--- src/rtl/cn_upd_pkg.sv ---
// Shared constants, FSM state type and base-address helper for the CN LUT refresh controller.
// Optional feature macro used by the top: CN_UPD_ERR_FLAG_EN (adds the sticky upd_err output).
package cn_upd_pkg;

   localparam int ROM_ADDR_BW    = 10;
   localparam int PAGE_ADDR_BW   = 5;
   localparam int ITER_ADDR_BW   = 6;
   localparam int CN_LOAD_CYCLE  = 32;
   localparam int ITER_ROM_GROUP = 25;
   localparam int MAX_ITER       = 50;
   localparam int ROM_LATENCY    = 2;

   localparam int HALF_LOAD = CN_LOAD_CYCLE / 2;
   localparam int TMR_BW    = $clog2(ROM_LATENCY) + 1;

   typedef enum logic [2:0] {
      IDLE  = 3'd0,
      FETCH = 3'd1,
      PRIME = 3'd2,
      WRITE = 3'd3,
      DONE  = 3'd4
   } upd_state_e;

   // Port-A base address of an iteration, relative to its ROM group, truncated to the ROM bus.
   function automatic logic [ROM_ADDR_BW-1:0] group_base(input logic [ITER_ADDR_BW-1:0] iter);
      int g;
      g = (int'(iter) >= ITER_ROM_GROUP) ? int'(iter) - ITER_ROM_GROUP : int'(iter);
      return ROM_ADDR_BW'(g * CN_LOAD_CYCLE);
   endfunction

endpackage

--- src/rtl/cn_upd_page_gen.sv ---
// Dual-port page counter for the LUT RAM write burst: LEN write cycles after a start pulse,
// port B trailing port A by LEN pages.
module cn_upd_page_gen
   import cn_upd_pkg::*;
#(
   parameter int PAGE_BW = PAGE_ADDR_BW,
   parameter int LEN     = HALF_LOAD
) (
   input  logic               clk_sys,
   input  logic               rst_b,
   input  logic               i_start,
   output logic               o_wr_en,
   output logic [PAGE_BW-1:0] o_page_a,
   output logic [PAGE_BW-1:0] o_page_b,
   output logic               o_last
);

   localparam logic [PAGE_BW-1:0] LEN_P  = PAGE_BW'(LEN);
   localparam logic [PAGE_BW-1:0] LAST_P = PAGE_BW'(LEN - 1);

   logic               r_wr_en;
   logic [PAGE_BW-1:0] r_page_a;
   logic [PAGE_BW-1:0] r_page_b;

   always_ff @(posedge clk_sys or negedge rst_b) begin
      if (!rst_b) begin
         r_wr_en  <= 1'b0;
         r_page_a <= '0;
         r_page_b <= LEN_P;
      end else if (r_wr_en) begin
         if (r_page_a == LAST_P) begin
            r_wr_en  <= 1'b0;
            r_page_a <= '0;
            r_page_b <= LEN_P;
         end else begin
            r_page_a <= r_page_a + PAGE_BW'(1);
            r_page_b <= r_page_b + PAGE_BW'(1);
         end
      end else if (i_start) begin
         r_wr_en  <= 1'b1;
         r_page_a <= '0;
         r_page_b <= LEN_P;
      end
   end

   assign o_wr_en  = r_wr_en;
   assign o_page_a = r_page_a;
   assign o_page_b = r_page_b;
   assign o_last   = r_wr_en && (r_page_a == LAST_P);

endmodule

--- src/rtl/cn_iter_update_ctrl.sv ---
// Check-node IB-LUT refresh controller: per-iteration ROM base addresses, fetch strobe and page-write sequencing.
// Optional: define CN_UPD_ERR_FLAG_EN to add the sticky upd_err flag for dropped requests.
//
// state | meaning
// IDLE  | waiting for iter_update_req (ignored once iter_cnt == MAX_ITER)
// FETCH | rom_port_fetch low for one cycle; base addresses already registered
// PRIME | ROM_LATENCY cycles while the latched ROM words settle
// WRITE | HALF_LOAD page writes on both RAM ports
// DONE  | upd_done pulse; iter_cnt advances on exit
module cn_iter_update_ctrl
   import cn_upd_pkg::*;
(
   input  logic                    write_clk,
   input  logic                    rstn,
   input  logic                    iter_update_req,
   output logic                    rom_port_fetch,
   output logic [ROM_ADDR_BW-1:0]  latch_iterA,
   output logic [ROM_ADDR_BW-1:0]  latch_iterB,
   output logic                    iter_switch,
   output logic                    wr_en,
   output logic [PAGE_ADDR_BW-1:0] wr_page_addrA,
   output logic [PAGE_ADDR_BW-1:0] wr_page_addrB,
   output logic [ITER_ADDR_BW-1:0] iter_cnt,
   output logic                    upd_busy,
   output logic                    upd_done,
   output logic                    max_iter_reached
`ifdef CN_UPD_ERR_FLAG_EN
   ,
   output logic                    upd_err
`endif
);

   localparam logic [ITER_ADDR_BW-1:0] ITER_MAX_P   = ITER_ADDR_BW'(MAX_ITER);
   localparam logic [ITER_ADDR_BW-1:0] ITER_GROUP_P = ITER_ADDR_BW'(ITER_ROM_GROUP);
   localparam logic [ROM_ADDR_BW-1:0]  HALF_ROM_P   = ROM_ADDR_BW'(HALF_LOAD);
   localparam logic [TMR_BW-1:0]       PRIME_LAST_P = TMR_BW'(ROM_LATENCY - 1);

   upd_state_e              r_state;
   logic [TMR_BW-1:0]       r_tmr;
   logic                    r_fetch_n;
   logic [ROM_ADDR_BW-1:0]  r_iter_a;
   logic [ROM_ADDR_BW-1:0]  r_iter_b;
   logic                    r_switch;
   logic [ITER_ADDR_BW-1:0] r_iter_cnt;
   logic                    r_busy;
   logic                    r_done;
   logic                    r_max;

   logic                    w_page_start;
   logic                    w_page_last;
   logic [ROM_ADDR_BW-1:0]  w_base;

   assign w_base       = group_base(r_iter_cnt);
   assign w_page_start = (r_state == PRIME) && (r_tmr == '0);

   always_ff @(posedge write_clk or negedge rstn) begin
      if (!rstn) begin
         r_state    <= IDLE;
         r_tmr      <= '0;
         r_fetch_n  <= 1'b1;
         r_iter_a   <= '0;
         r_iter_b   <= HALF_ROM_P;
         r_switch   <= 1'b0;
         r_iter_cnt <= '0;
         r_busy     <= 1'b0;
         r_done     <= 1'b0;
         r_max      <= 1'b0;
      end else begin
         r_fetch_n <= 1'b1;
         r_done    <= 1'b0;
         case (r_state)
            IDLE: begin
               if (iter_update_req && (r_iter_cnt < ITER_MAX_P)) begin
                  r_state   <= FETCH;
                  r_fetch_n <= 1'b0;
                  r_busy    <= 1'b1;
                  // Addresses land with the strobe so the latch counters seed from stable values.
                  r_iter_a  <= w_base;
                  r_iter_b  <= w_base + HALF_ROM_P;
                  r_switch  <= (r_iter_cnt >= ITER_GROUP_P);
               end
            end
            FETCH: begin
               r_state <= PRIME;
               r_tmr   <= PRIME_LAST_P;
            end
            PRIME: begin
               if (r_tmr == '0) begin
                  r_state <= WRITE;
               end else begin
                  r_tmr <= r_tmr - TMR_BW'(1);
               end
            end
            WRITE: begin
               if (w_page_last) begin
                  r_state <= DONE;
                  r_done  <= 1'b1;
               end
            end
            DONE: begin
               r_state <= IDLE;
               r_busy  <= 1'b0;
               if (r_iter_cnt < ITER_MAX_P) begin
                  r_iter_cnt <= r_iter_cnt + ITER_ADDR_BW'(1);
                  r_max      <= ((r_iter_cnt + ITER_ADDR_BW'(1)) == ITER_MAX_P);
               end
            end
            default: begin
               r_state <= IDLE;
               r_busy  <= 1'b0;
            end
         endcase
      end
   end

   cn_upd_page_gen #(
      .PAGE_BW (PAGE_ADDR_BW),
      .LEN     (HALF_LOAD)
   ) u_page_gen (
      .clk_sys  (write_clk),
      .rst_b    (rstn),
      .i_start  (w_page_start),
      .o_wr_en  (wr_en),
      .o_page_a (wr_page_addrA),
      .o_page_b (wr_page_addrB),
      .o_last   (w_page_last)
   );

`ifdef CN_UPD_ERR_FLAG_EN
   logic r_err;

   always_ff @(posedge write_clk or negedge rstn) begin
      if (!rstn) begin
         r_err <= 1'b0;
      end else if (iter_update_req && (r_busy || r_max)) begin
         r_err <= 1'b1;
      end
   end

   assign upd_err = r_err;
`endif

   assign rom_port_fetch   = r_fetch_n;
   assign latch_iterA      = r_iter_a;
   assign latch_iterB      = r_iter_b;
   assign iter_switch      = r_switch;
   assign iter_cnt         = r_iter_cnt;
   assign upd_busy         = r_busy;
   assign upd_done         = r_done;
   assign max_iter_reached = r_max;

endmodule
--- config.mk ---
export PLATFORM = sky130hd
export DESIGN_NAME = cn_iter_update_ctrl
export DESIGN_NICKNAME = d
export VERILOG_FILES = /design/src/rtl/cn_upd_pkg.sv /design/src/rtl/cn_upd_page_gen.sv /design/src/rtl/cn_iter_update_ctrl.sv
export SDC_FILE = /design/constraint.sdc
export NUM_CORES = 1
export LEC_CHECK = 0
export ABC_CLOCK_PERIOD_IN_PS = 2300
export CAP_MARGIN = 40
export CORE_UTILIZATION = 29
export DETAILED_ROUTE_END_ITERATION = 10
export HOLD_SLACK_MARGIN = 0.1
export PLACE_DENSITY_LB_ADDON = 0.1
export RECOVER_POWER = 50
export SLEW_MARGIN = 20
export SYNTH_ARGS = -nofsm -noshare
export SYNTH_HDL_FRONTEND = slang
export SYNTH_HIERARCHICAL = 1
export SYNTH_SLANG_ARGS = --single-unit
--- constraint.sdc ---
create_clock -name write_clk -period 2.3 [get_ports write_clk]
set_input_delay 0.69 -clock write_clk [delete_from_list [all_inputs] [get_ports write_clk]]
set_output_delay 0.69 -clock write_clk [all_outputs]
set_load 0.01 [all_outputs]
==> impl_metrics.py <==
metrics = {
    "run_status": {
        "outcome": "completed",
    },
    "floorplanning": {
        "core.rowCount": 28,
        "number_of_top_level_design_ports": 45,
        "die_ar_mm2": 0.00651,
        "dieWidth_um": 80.7,
        "floorplan.core_area_mm2": 0.00596,
        "die_height_um": 80.7,
        "start_util_pct": 30.1,
    },
    "worst_setup_path": {
        "setup.worst_path.start_class": "register",
        "reg2reg_from": "iter_cnt[2]$_DFFE_PN0P_",
        "criticalPathCategory": "register to primary output",
        "required_ns": 1.61,
        "worstPathMaxFanout": 12,
        "path_cells": "clkdlybuf4s50_1",
        "worst-endpoint-arrival_ns": 1.46,
        "rrSetupSlack_ns": 0.25,
        "cp_top_family": "buffers and inverters",
        "critical_path_buf_inv_count": 1,
        "cell_with_the_biggest_individual_delay_on_the_critical_path": "sky130_fd_sc_hd__clkdlybuf4s50_1",
        "r2r.worst_path.cells": 4,
        "end_kind": "primary output",
        "worst_path_largest_cell_delay_ns": 0.61,
        "regToRegEndpoint": "iter_cnt[4]$_DFFE_PN0P_",
    },
    "final_layout": {
        "design.final.nets": 223,
        "layout.cells.most_common": "sky130_fd_sc_hd__clkdlybuf4s50_1",
        "layout_overhead_on_the_synthesized_area_pct": 23.7,
        "leading_cell_types_in_the_layout_fill_and_taps_excluded": "sky130_fd_sc_hd__clkdlybuf4s50_1 (33), sky130_fd_sc_hd__dfrtp_1 (30), sky130_fd_sc_hd__nand2_1 (18), sky130_fd_sc_hd__o21ai_0 (18), sky130_fd_sc_hd__conb_1 (10)",
        "post_route_cells_drive_above_1_share_pct": 8.88,
        "finish.utilization_pct": 37.3,
        "nFillCells": 627,
        "num_antenna_cells": 0,
    },
    "logic_synthesis": {
        "post_synthesis_cell_area_mm2": 0.00179,
        "yosys_register_bits": 32,
        "yosysTopAreaCell": "sky130_fd_sc_hd__dfrtp_1",
        "asyncSetResetFlopFracSynth_pct": 100,
        "synth.yosys.warnings": 6,
        "synth-main-ff-cell": "sky130_fd_sc_hd__dfrtp_1",
        "netlist_instances": 182,
        "synth.area.top_cells": "sky130_fd_sc_hd__dfrtp_1 (42%), sky130_fd_sc_hd__buf_4 (7.1%), sky130_fd_sc_hd__o21ai_0 (5.0%), sky130_fd_sc_hd__ha_1 (4.9%), sky130_fd_sc_hd__nand2_1 (3.8%)",
        "post_synth_num_cell_types": 43,
        "synth-seq-area-share_pct": 44.8,
        "yosys.area.top_type_share_pct": 41.8,
        "synthesis.area_per_instance_um2": 9.86,
        "count_of_flip_flops_with_a_built_in_enable_after_synthesis": 0,
    },
    "power": {
        "totalPowerFinal_w": 0.00194,
        "power_leakage_nw": 0.964,
        "pwr_density_mw_per_mm2": 875,
        "ir_worst_vdd_v": 0.000293,
    },
    "route": {
        "detail_route.wirelength_um": 3540,
        "post_drt_via_cell_ratio": 4.50,
        "detail_route.wl_per_cell_um": 12.3,
        "vias": 1301,
        "final_antenna_net_count": 0,
        "drt_iter0_markers": 55,
        "first_pass_iters": 4,
        "drc": 0,
    },
    "clocking": {
        "tritoncts": "yes",
        "cts.reportedPaths.clkPinSlew_ns": 0.07,
        "clock-root-buffer": "sky130_fd_sc_hd__clkbuf_8",
        "postCtsHoldBufs": 0,
        "clock_sink_count": 32,
        "cts_inserted_buffers": 5,
        "post_cts_resize_count": 0,
        "clk_latency_ns": 0.28,
        "number_of_buffers_on_the_longest_clock_path": 2,
        "post-cts-setup-buffers": 0,
        "h_tree_levels": 2,
    },
    "hold_path": {
        "worst_hold_path.num_cells": 2,
        "hp-start": "iter_switch$_DFFE_PN0P_",
        "hold_path_class": "register to register",
        "whs_endpoint": "iter_switch$_DFFE_PN0P_",
    },
    "global_routing": {
        "grt_antenna_before_repair": 0,
        "wire_length_of_the_first_global_routing_pass_um": 5750,
        "number_of_global_route_vias_before_repair": 1240,
        "grt_max_degree": 33,
        "combined_global_route_utilization_of_all_metal_layers_pct": 11.7,
        "residual_overflow_from_global_routing": 0,
    },
    "sta": {
        "rsz0062_at_grt": "false",
        "min_period_ns": 2.15,
        "hold_slack_ns": 0.500,
        "finalSetupViolCount": 0,
        "final_hold_viol_count": 0,
        "final_min_period_over_clock_period_pct": 93.4,
        "worst_slew_pin_slew_ns": 0.809,
        "tns_ns": 0,
        "final.setup.worst_slack_ns": 0.151,
        "max_freq_mhz": 465,
        "max-slew-margin-rel_pct": 46.1,
        "clock_skew_ns": 0.00323,
        "final_max_slew_viol_count": 0,
    },
    "job": {
        "max_cap_viol_count": 0,
    },
    "placed_design": {
        "dp_hpwl_um": 2550,
        "place_ws_ns": 0.345,
        "gpl.final_weighted_congestion": 0.775,
        "buffer_ports.inserted": 34,
    },
}
-- flip-flops by register name (all words and copies together) (netlist names) --
register and flops:
rom_port_fetch 1, latch_iterB 5, iter_switch 1, u_page_gen/o_page_b 5, r_state 3, u_page_gen/o_page_a 5
upd_done 1, upd_busy 1, iter_cnt 6, max_iter_reached 1, u_page_gen/o_wr_en 1, r_tmr 2
-- report_power, final --
group,total [W],leakage [nW],internal [W],switching (W)
Combinational,0.000598,0.509,0.000317,0.000281
Sequential,0.000817,0.399,0.000680,0.000137
Clock,0.000526,0.0552,0.000321,0.000205
Total,0.00194,0.964,0.00132,0.000623
-- per-layer routing --
metal,GRT usage [%],vias to the layer above,share of wire (%)
met5,0,-,0
met4,5.18,0,1.3
met3,2.39,4,3.8
met2,19.2,30,48
met1,14.7,609,46
li1,-,658,-
-- cells by family after synthesis --
| logic type | share of synthesized area [%] |
|---|---|
| xor+xnor | 4.39 |
| compound gates | 14.5 |
| buf+inv | 11.5 |
| simple gates | 17.6 |
| mux | 1.95 |
| fa+ha+maj | 4.88 |
| flops | 44.8 |
| other cells | 0.419 |
-- layout make-up --
class                      instances  area [um^2]  area share [%]
sequential                        32          803            36.2
multi-input combinational        125          802            36.1
timing repair buffer              40          379            17.1
tap                               75         93.8            4.23
clock buffer                       6         72.6            3.27
clock inverter                     2         35.0            1.58
inverter                           9         33.8            1.52
-- cells in the mapped netlist (2+ instances only) --
cell	count
sky130_fd_sc_hd__dfrtp_1	30
sky130_fd_sc_hd__nand2_1	18
sky130_fd_sc_hd__clkbuf_1	3
sky130_fd_sc_hd__buf_2	3
sky130_fd_sc_hd__o21ai_0	18
sky130_fd_sc_hd__inv_1	9
sky130_fd_sc_hd__a21oi_1	4
sky130_fd_sc_hd__nor2b_1	8
sky130_fd_sc_hd__nand3_1	5
sky130_fd_sc_hd__xnor2_1	7
sky130_fd_sc_hd__nor2_1	7
sky130_fd_sc_hd__a31o_2	2
sky130_fd_sc_hd__nand4b_1	2
sky130_fd_sc_hd__mux2i_1	2
sky130_fd_sc_hd__nand2b_1	4
sky130_fd_sc_hd__xor2_1	2
sky130_fd_sc_hd__ha_1	7
sky130_fd_sc_hd__dfstp_2	2
sky130_fd_sc_hd__buf_4	17
sky130_fd_sc_hd__nor3_1	3
sky130_fd_sc_hd__and3_1	3
sky130_fd_sc_hd__a31oi_1	3
sky130_fd_sc_hd__conb_1	2
sky130_fd_sc_hd__or3_1	2
-- through the flow --
| step | instances | cell area, um^2 |
|---|---|---|
| floorplan | 190 | 1820 |
| global placement | 281 | 2130 |
| detailed placement | 281 | 2130 |
| CTS | 289 | 2240 |
| global route | 289 | 2220 |
| finish | 289 | 2220 |
-- worst max path at each step --
stage / start / endpoint / slack [ns] / cells past startpoint
after floorplan: iter_cnt[1]$_DFFE_PN0P_ / latch_iterB[6]$_DFFE_PN0P_ / 0.43 / 6
after global placement: iter_cnt[0]$_DFFE_PN0P_ / latch_iterB[6]$_DFFE_PN0P_ / 0.40 / 6
after detailed placement: iter_cnt[0]$_DFFE_PN0P_ / latch_iterB[6]$_DFFE_PN0P_ / 0.34 / 6
after CTS: iter_cnt[2]$_DFFE_PN0P_ / iter_cnt[2] / 0.13 / 1
after global routing: iter_cnt[2]$_DFFE_PN0P_ / latch_iterB[8]$_DFFE_PN0P_ / 0.05 / 5
final: iter_cnt[2]$_DFFE_PN0P_ / iter_cnt[2] / 0.15 / 1
No activity file was read; power rests on OpenSTA's default activity.
